## src/rtl/imem_loader_pkg.sv

```systemverilog
// Shared definitions for the instruction-memory loader: FSM states,
// stream geometry constants and the word-address helper.
package imem_loader_pkg;

  // Bytes per instruction word and per length header.
  localparam int WORD_BYTES = 4;
  localparam int LEN_BYTES  = 2;

  // Loader FSM states. DONE and ERR are terminal until reset.
  typedef enum logic [2:0] {
    LEN0  = 3'd0,
    LEN1  = 3'd1,
    DATA  = 3'd2,
    WRITE = 3'd3,
    DONE  = 3'd4,
    ERR   = 3'd5
  } state_t;

  // Byte address of word idx relative to base, modulo 2^32.
  function automatic logic [31:0] word_addr(input logic [31:0] base,
                                            input logic [15:0] idx);
    return base + {14'b0, idx, 2'b00};
  endfunction

endpackage

```

## src/rtl/imem_loader_if.sv

```systemverilog
// Byte-stream input and RAM write port of the loader, bundled together.
//
// Handshake: a byte transfers on every rising clk edge where both
// byte_valid and byte_ready are high; byte_data is ignored otherwise.
// The source may hold byte_valid low for any number of cycles. byte_ready
// depends only on loader state, never on byte_valid. mem_we is a one-cycle
// strobe with no back-pressure; mem_addr/mem_wdata are valid while it is high.
interface imem_loader_if;
  logic        byte_valid;
  logic [7:0]  byte_data;
  logic        byte_ready;
  logic        mem_we;
  logic [31:0] mem_addr;
  logic [31:0] mem_wdata;

  // Host / byte source side (also sees the RAM write port).
  modport master (
    output byte_valid, byte_data,
    input  byte_ready, mem_we, mem_addr, mem_wdata
  );

  // Loader side.
  modport slave (
    input  byte_valid, byte_data,
    output byte_ready, mem_we, mem_addr, mem_wdata
  );
endinterface

```

## src/rtl/imem_loader_byte_packer.sv

```systemverilog
// Little-endian word assembler: the first byte of a word lands in [7:0],
// the last in [31:24]. word_done_o flags the shift that completes a word;
// the byte counter then wraps to 0 ready for the next word.
module byte_packer
  import imem_loader_pkg::*;
(
  input  logic        clk,
  input  logic        rst,
  input  logic        shift_en_i,
  input  logic [7:0]  byte_i,
  output logic [31:0] word_o,
  output logic        word_done_o
);

  localparam int CNT_W = $clog2(WORD_BYTES);
  localparam logic [CNT_W-1:0] LAST_BYTE = CNT_W'(WORD_BYTES - 1);

  logic [CNT_W-1:0] byte_cnt_q, byte_cnt_d;
  logic [31:0]      word_q, word_d;

  // Place the incoming byte at its lane and advance the lane counter.
  always_comb begin
    word_d     = word_q;
    byte_cnt_d = byte_cnt_q;
    if (shift_en_i) begin
      word_d[{byte_cnt_q, 3'b000} +: 8] = byte_i;
      byte_cnt_d                        = byte_cnt_q + 1'b1;
    end
  end

  // Assembly register and lane counter.
  always_ff @(posedge clk) begin
    if (rst) begin
      word_q     <= '0;
      byte_cnt_q <= '0;
    end else begin
      word_q     <= word_d;
      byte_cnt_q <= byte_cnt_d;
    end
  end

  assign word_o      = word_q;
  assign word_done_o = shift_en_i && (byte_cnt_q == LAST_BYTE);

endmodule

```

## src/rtl/imem_loader.sv

```systemverilog
// Instruction-memory loader: parses a 16-bit little-endian word count,
// packs the following bytes into words and writes them to consecutive
// word addresses starting at BASE_ADDR, holding the CPU in reset until the
// load has finished. An oversized count parks the loader in ERR.
module imem_loader
  import imem_loader_pkg::*;
#(
  parameter int          DEPTH_WORDS = 1024,
  parameter logic [31:0] BASE_ADDR   = 32'h0000_0000
) (
  input  logic         clk,
  input  logic         rst,
  imem_loader_if.slave bus,
  output logic         cpu_hold,
  output logic         done,
  output logic         error,
  output state_t       dbg_state_o
);

  localparam logic [31:0] DEPTH_W = 32'(DEPTH_WORDS);

  state_t      state_q, state_d;
  logic [7:0]  len_lo_q, len_lo_d;
  logic [15:0] len_q, len_d;
  logic [15:0] word_cnt_q, word_cnt_d;
  logic [31:0] addr_q, addr_d;

  logic        accept;
  logic        shift_en;
  logic        word_done;
  logic [31:0] packed_word;
  logic [15:0] hdr_len;

  assign bus.byte_ready = (state_q == LEN0) || (state_q == LEN1) ||
                          (state_q == DATA);
  assign accept   = bus.byte_valid && bus.byte_ready;
  assign shift_en = accept && (state_q == DATA);
  assign hdr_len  = {bus.byte_data, len_lo_q};

  byte_packer u_packer (
    .clk         (clk),
    .rst         (rst),
    .shift_en_i  (shift_en),
    .byte_i      (bus.byte_data),
    .word_o      (packed_word),
    .word_done_o (word_done)
  );

  // Next-state logic: header parse, word collection, write bubble.
  always_comb begin
    state_d    = state_q;
    len_lo_d   = len_lo_q;
    len_d      = len_q;
    word_cnt_d = word_cnt_q;
    case (state_q)
      LEN0: begin
        if (accept) begin
          len_lo_d = bus.byte_data;
          state_d  = LEN1;
        end
      end
      LEN1: begin
        if (accept) begin
          len_d = hdr_len;
          if (hdr_len == 16'd0) begin
            state_d = DONE;
          end else if ({16'h0000, hdr_len} > DEPTH_W) begin
            state_d = ERR;
          end else begin
            state_d = DATA;
          end
        end
      end
      DATA: begin
        if (word_done) begin
          state_d = WRITE;
        end
      end
      WRITE: begin
        if (word_cnt_q == (len_q - 16'd1)) begin
          state_d = DONE;
        end else begin
          word_cnt_d = word_cnt_q + 16'd1;
          state_d    = DATA;
        end
      end
      DONE:    state_d = DONE;
      ERR:     state_d = ERR;
      default: state_d = LEN0;
    endcase
  end

  // Write address tracks the word counter so it is settled by WRITE.
  always_comb begin
    addr_d = word_addr(BASE_ADDR, word_cnt_d);
  end

  // State, header and counter registers.
  always_ff @(posedge clk) begin
    if (rst) begin
      state_q    <= LEN0;
      len_lo_q   <= '0;
      len_q      <= '0;
      word_cnt_q <= '0;
      addr_q     <= BASE_ADDR;
    end else begin
      state_q    <= state_d;
      len_lo_q   <= len_lo_d;
      len_q      <= len_d;
      word_cnt_q <= word_cnt_d;
      addr_q     <= addr_d;
    end
  end

  assign bus.mem_we    = (state_q == WRITE);
  assign bus.mem_addr  = addr_q;
  assign bus.mem_wdata = packed_word;

  assign cpu_hold    = (state_q != DONE);
  assign done        = (state_q == DONE);
  assign error       = (state_q == ERR);
  assign dbg_state_o = state_q;

endmodule

```

## src/flat_wrapper.sv

```systemverilog
// flat-port wrapper written by rule: the top's interface ports become plain ports
module imem_loader_flat import imem_loader_pkg::*;
#(
  parameter int          DEPTH_WORDS = 1024,
  parameter logic [31:0] BASE_ADDR   = 32'h0000_0000
)
  (clk, rst, cpu_hold, done, error, dbg_state_o, bus_byte_valid, bus_byte_data, bus_byte_ready, bus_mem_we, bus_mem_addr, bus_mem_wdata);
  imem_loader_if bus_i ();
  input  logic clk;
  input  logic rst;
  output logic cpu_hold;
  output logic done;
  output logic error;
  output state_t dbg_state_o;
  input wire logic [$bits(bus_i.byte_valid)-1:0] bus_byte_valid;
  input wire logic [$bits(bus_i.byte_data)-1:0] bus_byte_data;
  output wire logic [$bits(bus_i.byte_ready)-1:0] bus_byte_ready;
  output wire logic [$bits(bus_i.mem_we)-1:0] bus_mem_we;
  output wire logic [$bits(bus_i.mem_addr)-1:0] bus_mem_addr;
  output wire logic [$bits(bus_i.mem_wdata)-1:0] bus_mem_wdata;
  assign bus_i.byte_valid = bus_byte_valid;
  assign bus_i.byte_data = bus_byte_data;
  assign bus_byte_ready = bus_i.byte_ready;
  assign bus_mem_we = bus_i.mem_we;
  assign bus_mem_addr = bus_i.mem_addr;
  assign bus_mem_wdata = bus_i.mem_wdata;
  imem_loader #(.DEPTH_WORDS(DEPTH_WORDS), .BASE_ADDR(BASE_ADDR)) u_core (.clk(clk), .rst(rst), .bus(bus_i), .cpu_hold(cpu_hold), .done(done), .error(error), .dbg_state_o(dbg_state_o));
endmodule
```

## config.mk

```make
export PLATFORM = sky130hd
export DESIGN_NAME = imem_loader_flat
export DESIGN_NICKNAME = d
export VERILOG_FILES = /design/src/rtl/imem_loader_pkg.sv /design/src/rtl/imem_loader_if.sv /design/src/rtl/imem_loader_byte_packer.sv /design/src/rtl/imem_loader.sv /design/src/flat_wrapper.sv
export SDC_FILE = /design/constraint.sdc
export NUM_CORES = 1
export LEC_CHECK = 0
export CAP_MARGIN = 10
export CORE_MARGIN = 1.5
export CORE_UTILIZATION = 40
export DETAILED_ROUTE_END_ITERATION = 8
export PLACE_DENSITY_LB_ADDON = 0.1
export SLEW_MARGIN = 20
export SYNTH_ARGS = -nofsm -noshare
export SYNTH_HDL_FRONTEND = slang
export SYNTH_SLANG_ARGS = --single-unit
```

## constraint.sdc

```tcl
create_clock -name clk -period 2.5 [get_ports clk]
set_input_delay 0.5 -clock clk [delete_from_list [all_inputs] [get_ports clk]]
set_output_delay 0.5 -clock clk [all_outputs]
set_load 0.01 [all_outputs]
```

==> results of run 1 <==
-- layout by cell type, fill, tap and decap left out, types with 4 or more instances in the layout --
master           count
nor3b_1              4
nor2_1              26
or3_1                5
and3_1               4
a21oi_1             66
nor3_1               6
xnor2_1             10
dfxtp_1             75
nor2b_1              9
nand3_1             39
and2_1               4
ha_1                 6
nand4_1              8
o21ai_0             11
a31oi_1              4
buf_4               41
inv_1                6
xor2_1              10
clkdlybuf4s50_1     65
clkbuf_8            10
mux2_4               7
conb_1              16
nand2b_1             6
nand2_1             99
-- critical path, cell delays in order (launching register included) --
cell      delay, ps
dfxtp_2         340
inv_2            70
ha_4            130
nor3b_4         270
nand2_1         120
xnor2_1         210
nand4_1         110
a2111o_1        400
nor3_4          260
buf_6           190
nor4b_4          60
mux2_4          300
-- flip-flops by register name (all words and copies together), names as in the netlist --
register and flops:
u_core.dbg_state_o 3, u_core.len_lo_q 8, u_core.len_q 16, u_core.u_packer.byte_cnt_q 2, u_core.u_packer.word_o 32, u_core.word_cnt_q 16
-- worst paths after layout --
kind | startpoint | to | slack [ps]
min | u_core.u_packer.word_o[26]$_SDFFE_PP0P_ | u_core.u_packer.word_o[26]$_SDFFE_PP0P_ | 450
max | u_core.len_q[1]$_SDFFE_PP0P_ | u_core.word_cnt_q[13]$_SDFFE_PP0P_ | -50
max reg2reg | u_core.len_q[1]$_SDFFE_PP0P_ | u_core.word_cnt_q[13]$_SDFFE_PP0P_ | -50
min reg2reg | u_core.u_packer.word_o[26]$_SDFFE_PP0P_ | u_core.u_packer.word_o[26]$_SDFFE_PP0P_ | 450
-- routing by layer --
layer,vias to the layer above,part of all wire,wire length [um]
li1,1894,-,-
met1,1710,0.44,4570
met2,94,0.49,5070
met3,10,0.054,557
met4,0,0.010,106
met5,-,0,0
-- logic make-up (layout without fill, tap and decap cells) --
kind of cell	count (synthesis)	after routing
and+or+nand+nor	240	240
other	1	16
muxes	11	11
adders and majority gates	7	7
AOI/OAI and AO/OA	94	94
DFF	77	77
buffers and inverters	52	135
xor gates and xnor gates	20	20
-- report_power, final --
group	switching, W	internal (W)
logic	0.000145	0.000107
clock network	0.000523	0.000508
registers	0.0000194	0.00124
-- area by class of cell --
| type | count | area (sq um) | area share |
|---|---|---|---|
| inverter | 8 | 30.0 | 0.00569 |
| clock buffer | 10 | 138 | 0.0261 |
| timing repair buffer | 111 | 1000 | 0.190 |
| tap | 133 | 166 | 0.0316 |
| sequential | 77 | 1540 | 0.293 |
| clock inverter | 6 | 76.3 | 0.0145 |
| multi-input combinational | 388 | 2320 | 0.439 |
-- what timing repair did --
| item | in CTS | in global routing |
|---|---|---|
| setup endpoints to repair | 5 | 15 |
| cloned | 0 | 1 |
| resized for setup | 3 | 18 |
| endpoints found under the hold margin | 0 | 0 |
| pin swaps | 1 | 10 |
| setup buffers | 0 | 3 |
-- through the flow --
stage / total power [W] / worst slack [ps]
after floorplan: 0.00146 / 7.27
after CTS: 0.00258 / -4.41
after global placement: 0.00153 / 3.07
after detailed placement: 0.00154 / -47.0
final: 0.00255 / -53.9
after global routing: 0.00265 / -156
==> results by group, run 1 <==
Synthesis
  – Post-synth ARST share: 0
  – Synth top area cells: dfxtp_1, nand2_1, a21oi_1
  – Netlist cell types: 53
  – Yosys top cell by area: dfxtp_1
  – Synth Warn #: 0
  – Area share of fa/ha/maj cells after synthesis: 0.0220
  – Synth top cells by count: nand2_1, dfxtp_1, a21oi_1
  – Synth Area in XOR/XNOR: 0.0440
  – Sequential area share after synthesis: 0.387
  – Top-area cell type share of the netlist area: 0.387
  – Yosys reg bits: 77
  – Most used flip-flop cell after synthesis: dfxtp_1
  – Post-synthesis simple-gate area fraction: 0.310
  – Post-Synthesis Cells: 502
  – Largest family of logic cells by synthesized area: simple AND/OR/NAND/NOR gates
  – Syn Area/Cell: 7.93 sq um
  – Portion of netlist area occupied by mux cells: 0.0358
  – Cell area after synthesis: 3980 sq um
  – Post-synth EDFFs: 0
  – Complex-gate fraction of the synthesized area: 0.129
  – Most common cell in the netlist: nand2_1

STA
  – Slew headroom: 0.631
  – Final Hold Fails: 0
  – Fmax: 392 MHz
  – Worst slew pin tran: 554 ps
  – RSZ-0062 raised after global routing: yes
  – Slew Limit Fails: 0
  – Min Hold Slack: 452 ps
  – Final Cycle Share: 1.02
  – Fin Setup TNS: -308 ps
  – Final Skew: 14.5 ps
  – Post-route minimum period: 2550 ps
  – # setup viols final: 8
  – Final WS setup: -53.9 ps

Detailed routing
  – Drt initial violations: 171
  – DR vias/cell: 5.06
  – Drt pass-1 iters: 5
  – WL final: 10.3 mm
  – Via count: 3708
  – DRC: 0
  – Wirelength per Cell: 14.1 um
  – Post-route ant nets: 0

Setup path
  – CP Capture Type: flop
  – Data required time at the worst endpoint: 2750 ps
  – Critical Path AT: 2800 ps
  – R2r worst-path depth: 11
  – Crit path launch type: flop
  – Crit Path Category: flop to flop
  – Critical path fanouts, max: 6

GRT
  – Pin count of the biggest net entering global routing: 33
  – Grt total ovfl: 0
  – Vias in the first global route: 3339
  – First-pass GRT wire length: 16.3 mm
  – GRT Max-Usage Layer: met2
  – Gr usage total: 0.200
  – Global Route met1 Usage: 0.252
  – Initial antenna violation count: 0
  – Met2 usage: 0.336
  – Global-route track usage on met3: 0.0549

Finish
  – Finished Cell Area: 5270 sq um
  – Final core occ: 0.542
  – Area Overhead vs Synth: 32.4%
  – N_diodes: 0
  – Share of layout cells above drive strength 1: 0.160
  – Fillers: 964
  – Final std cells w/o fill: 733
  – NumNets Final: 613

Clock network
  – Longest Clk Path Bufs: 2
  – Num CTS Buffers: 9
  – Clock transition at path regs: 100 ps
  – Hold-fix buffers at CTS: 0
  – CTS tree: done
  – # clock sinks: 77
  – Root buf cell: clkbuf_8
  – Clk_lat worst skew: 360 ps
  – CTS HTree Levels: 3

Run status
  – Failing checks: setup timing
  – Status: finished with violations

Floorplanning
  – Total die area: 10600 sq um
  – Die height: 103 um
  – Die Wd: 103 um
  – Core box area: 9730 sq um
  – Top Ports: 83
  – Starting Density: 0.409
  – Row Count: 36

Min path
  – Hold path depth: 2
  – Hold Crit Class: flop to flop

Place
  – Gp weighted congestion: 0.881
  – Placed Area: 4920 sq um
  – Post-DP HPWL: 7.26 mm
  – Port Buf Inserts: 66
  – Placed Instances: 713

Power and ir drop
  – Power Dens Cells: 483 nW/um^2
  – Max IR drop VDD: 0.248 mV
  – P_leak: 1.91 nW

Run
  – Total of max-cap violations: 0
Power figures use the tool's default switching activity.
==> run 2: changes to the inputs <==
--- a/config.mk
+++ b/config.mk
@@ -8,6 +8,7 @@
 export CAP_MARGIN = 10
 export CORE_MARGIN = 1.5
 export CORE_UTILIZATION = 40
+export CTS_CLUSTER_DIAMETER = 100
 export DETAILED_ROUTE_END_ITERATION = 8
 export PLACE_DENSITY_LB_ADDON = 0.1
 export SLEW_MARGIN = 20
==> results of run 2 <==
Final layout, timing and power as in run 1 (identical DEF).
==> run 3: changes to the inputs <==
--- a/config.mk
+++ b/config.mk
@@ -8,7 +8,6 @@
 export CAP_MARGIN = 10
 export CORE_MARGIN = 1.5
 export CORE_UTILIZATION = 40
-export CTS_CLUSTER_DIAMETER = 100
 export DETAILED_ROUTE_END_ITERATION = 8
 export PLACE_DENSITY_LB_ADDON = 0.1
 export SLEW_MARGIN = 20
==> results of run 3 <==
Final layout, timing and power as in run 1 (identical DEF).
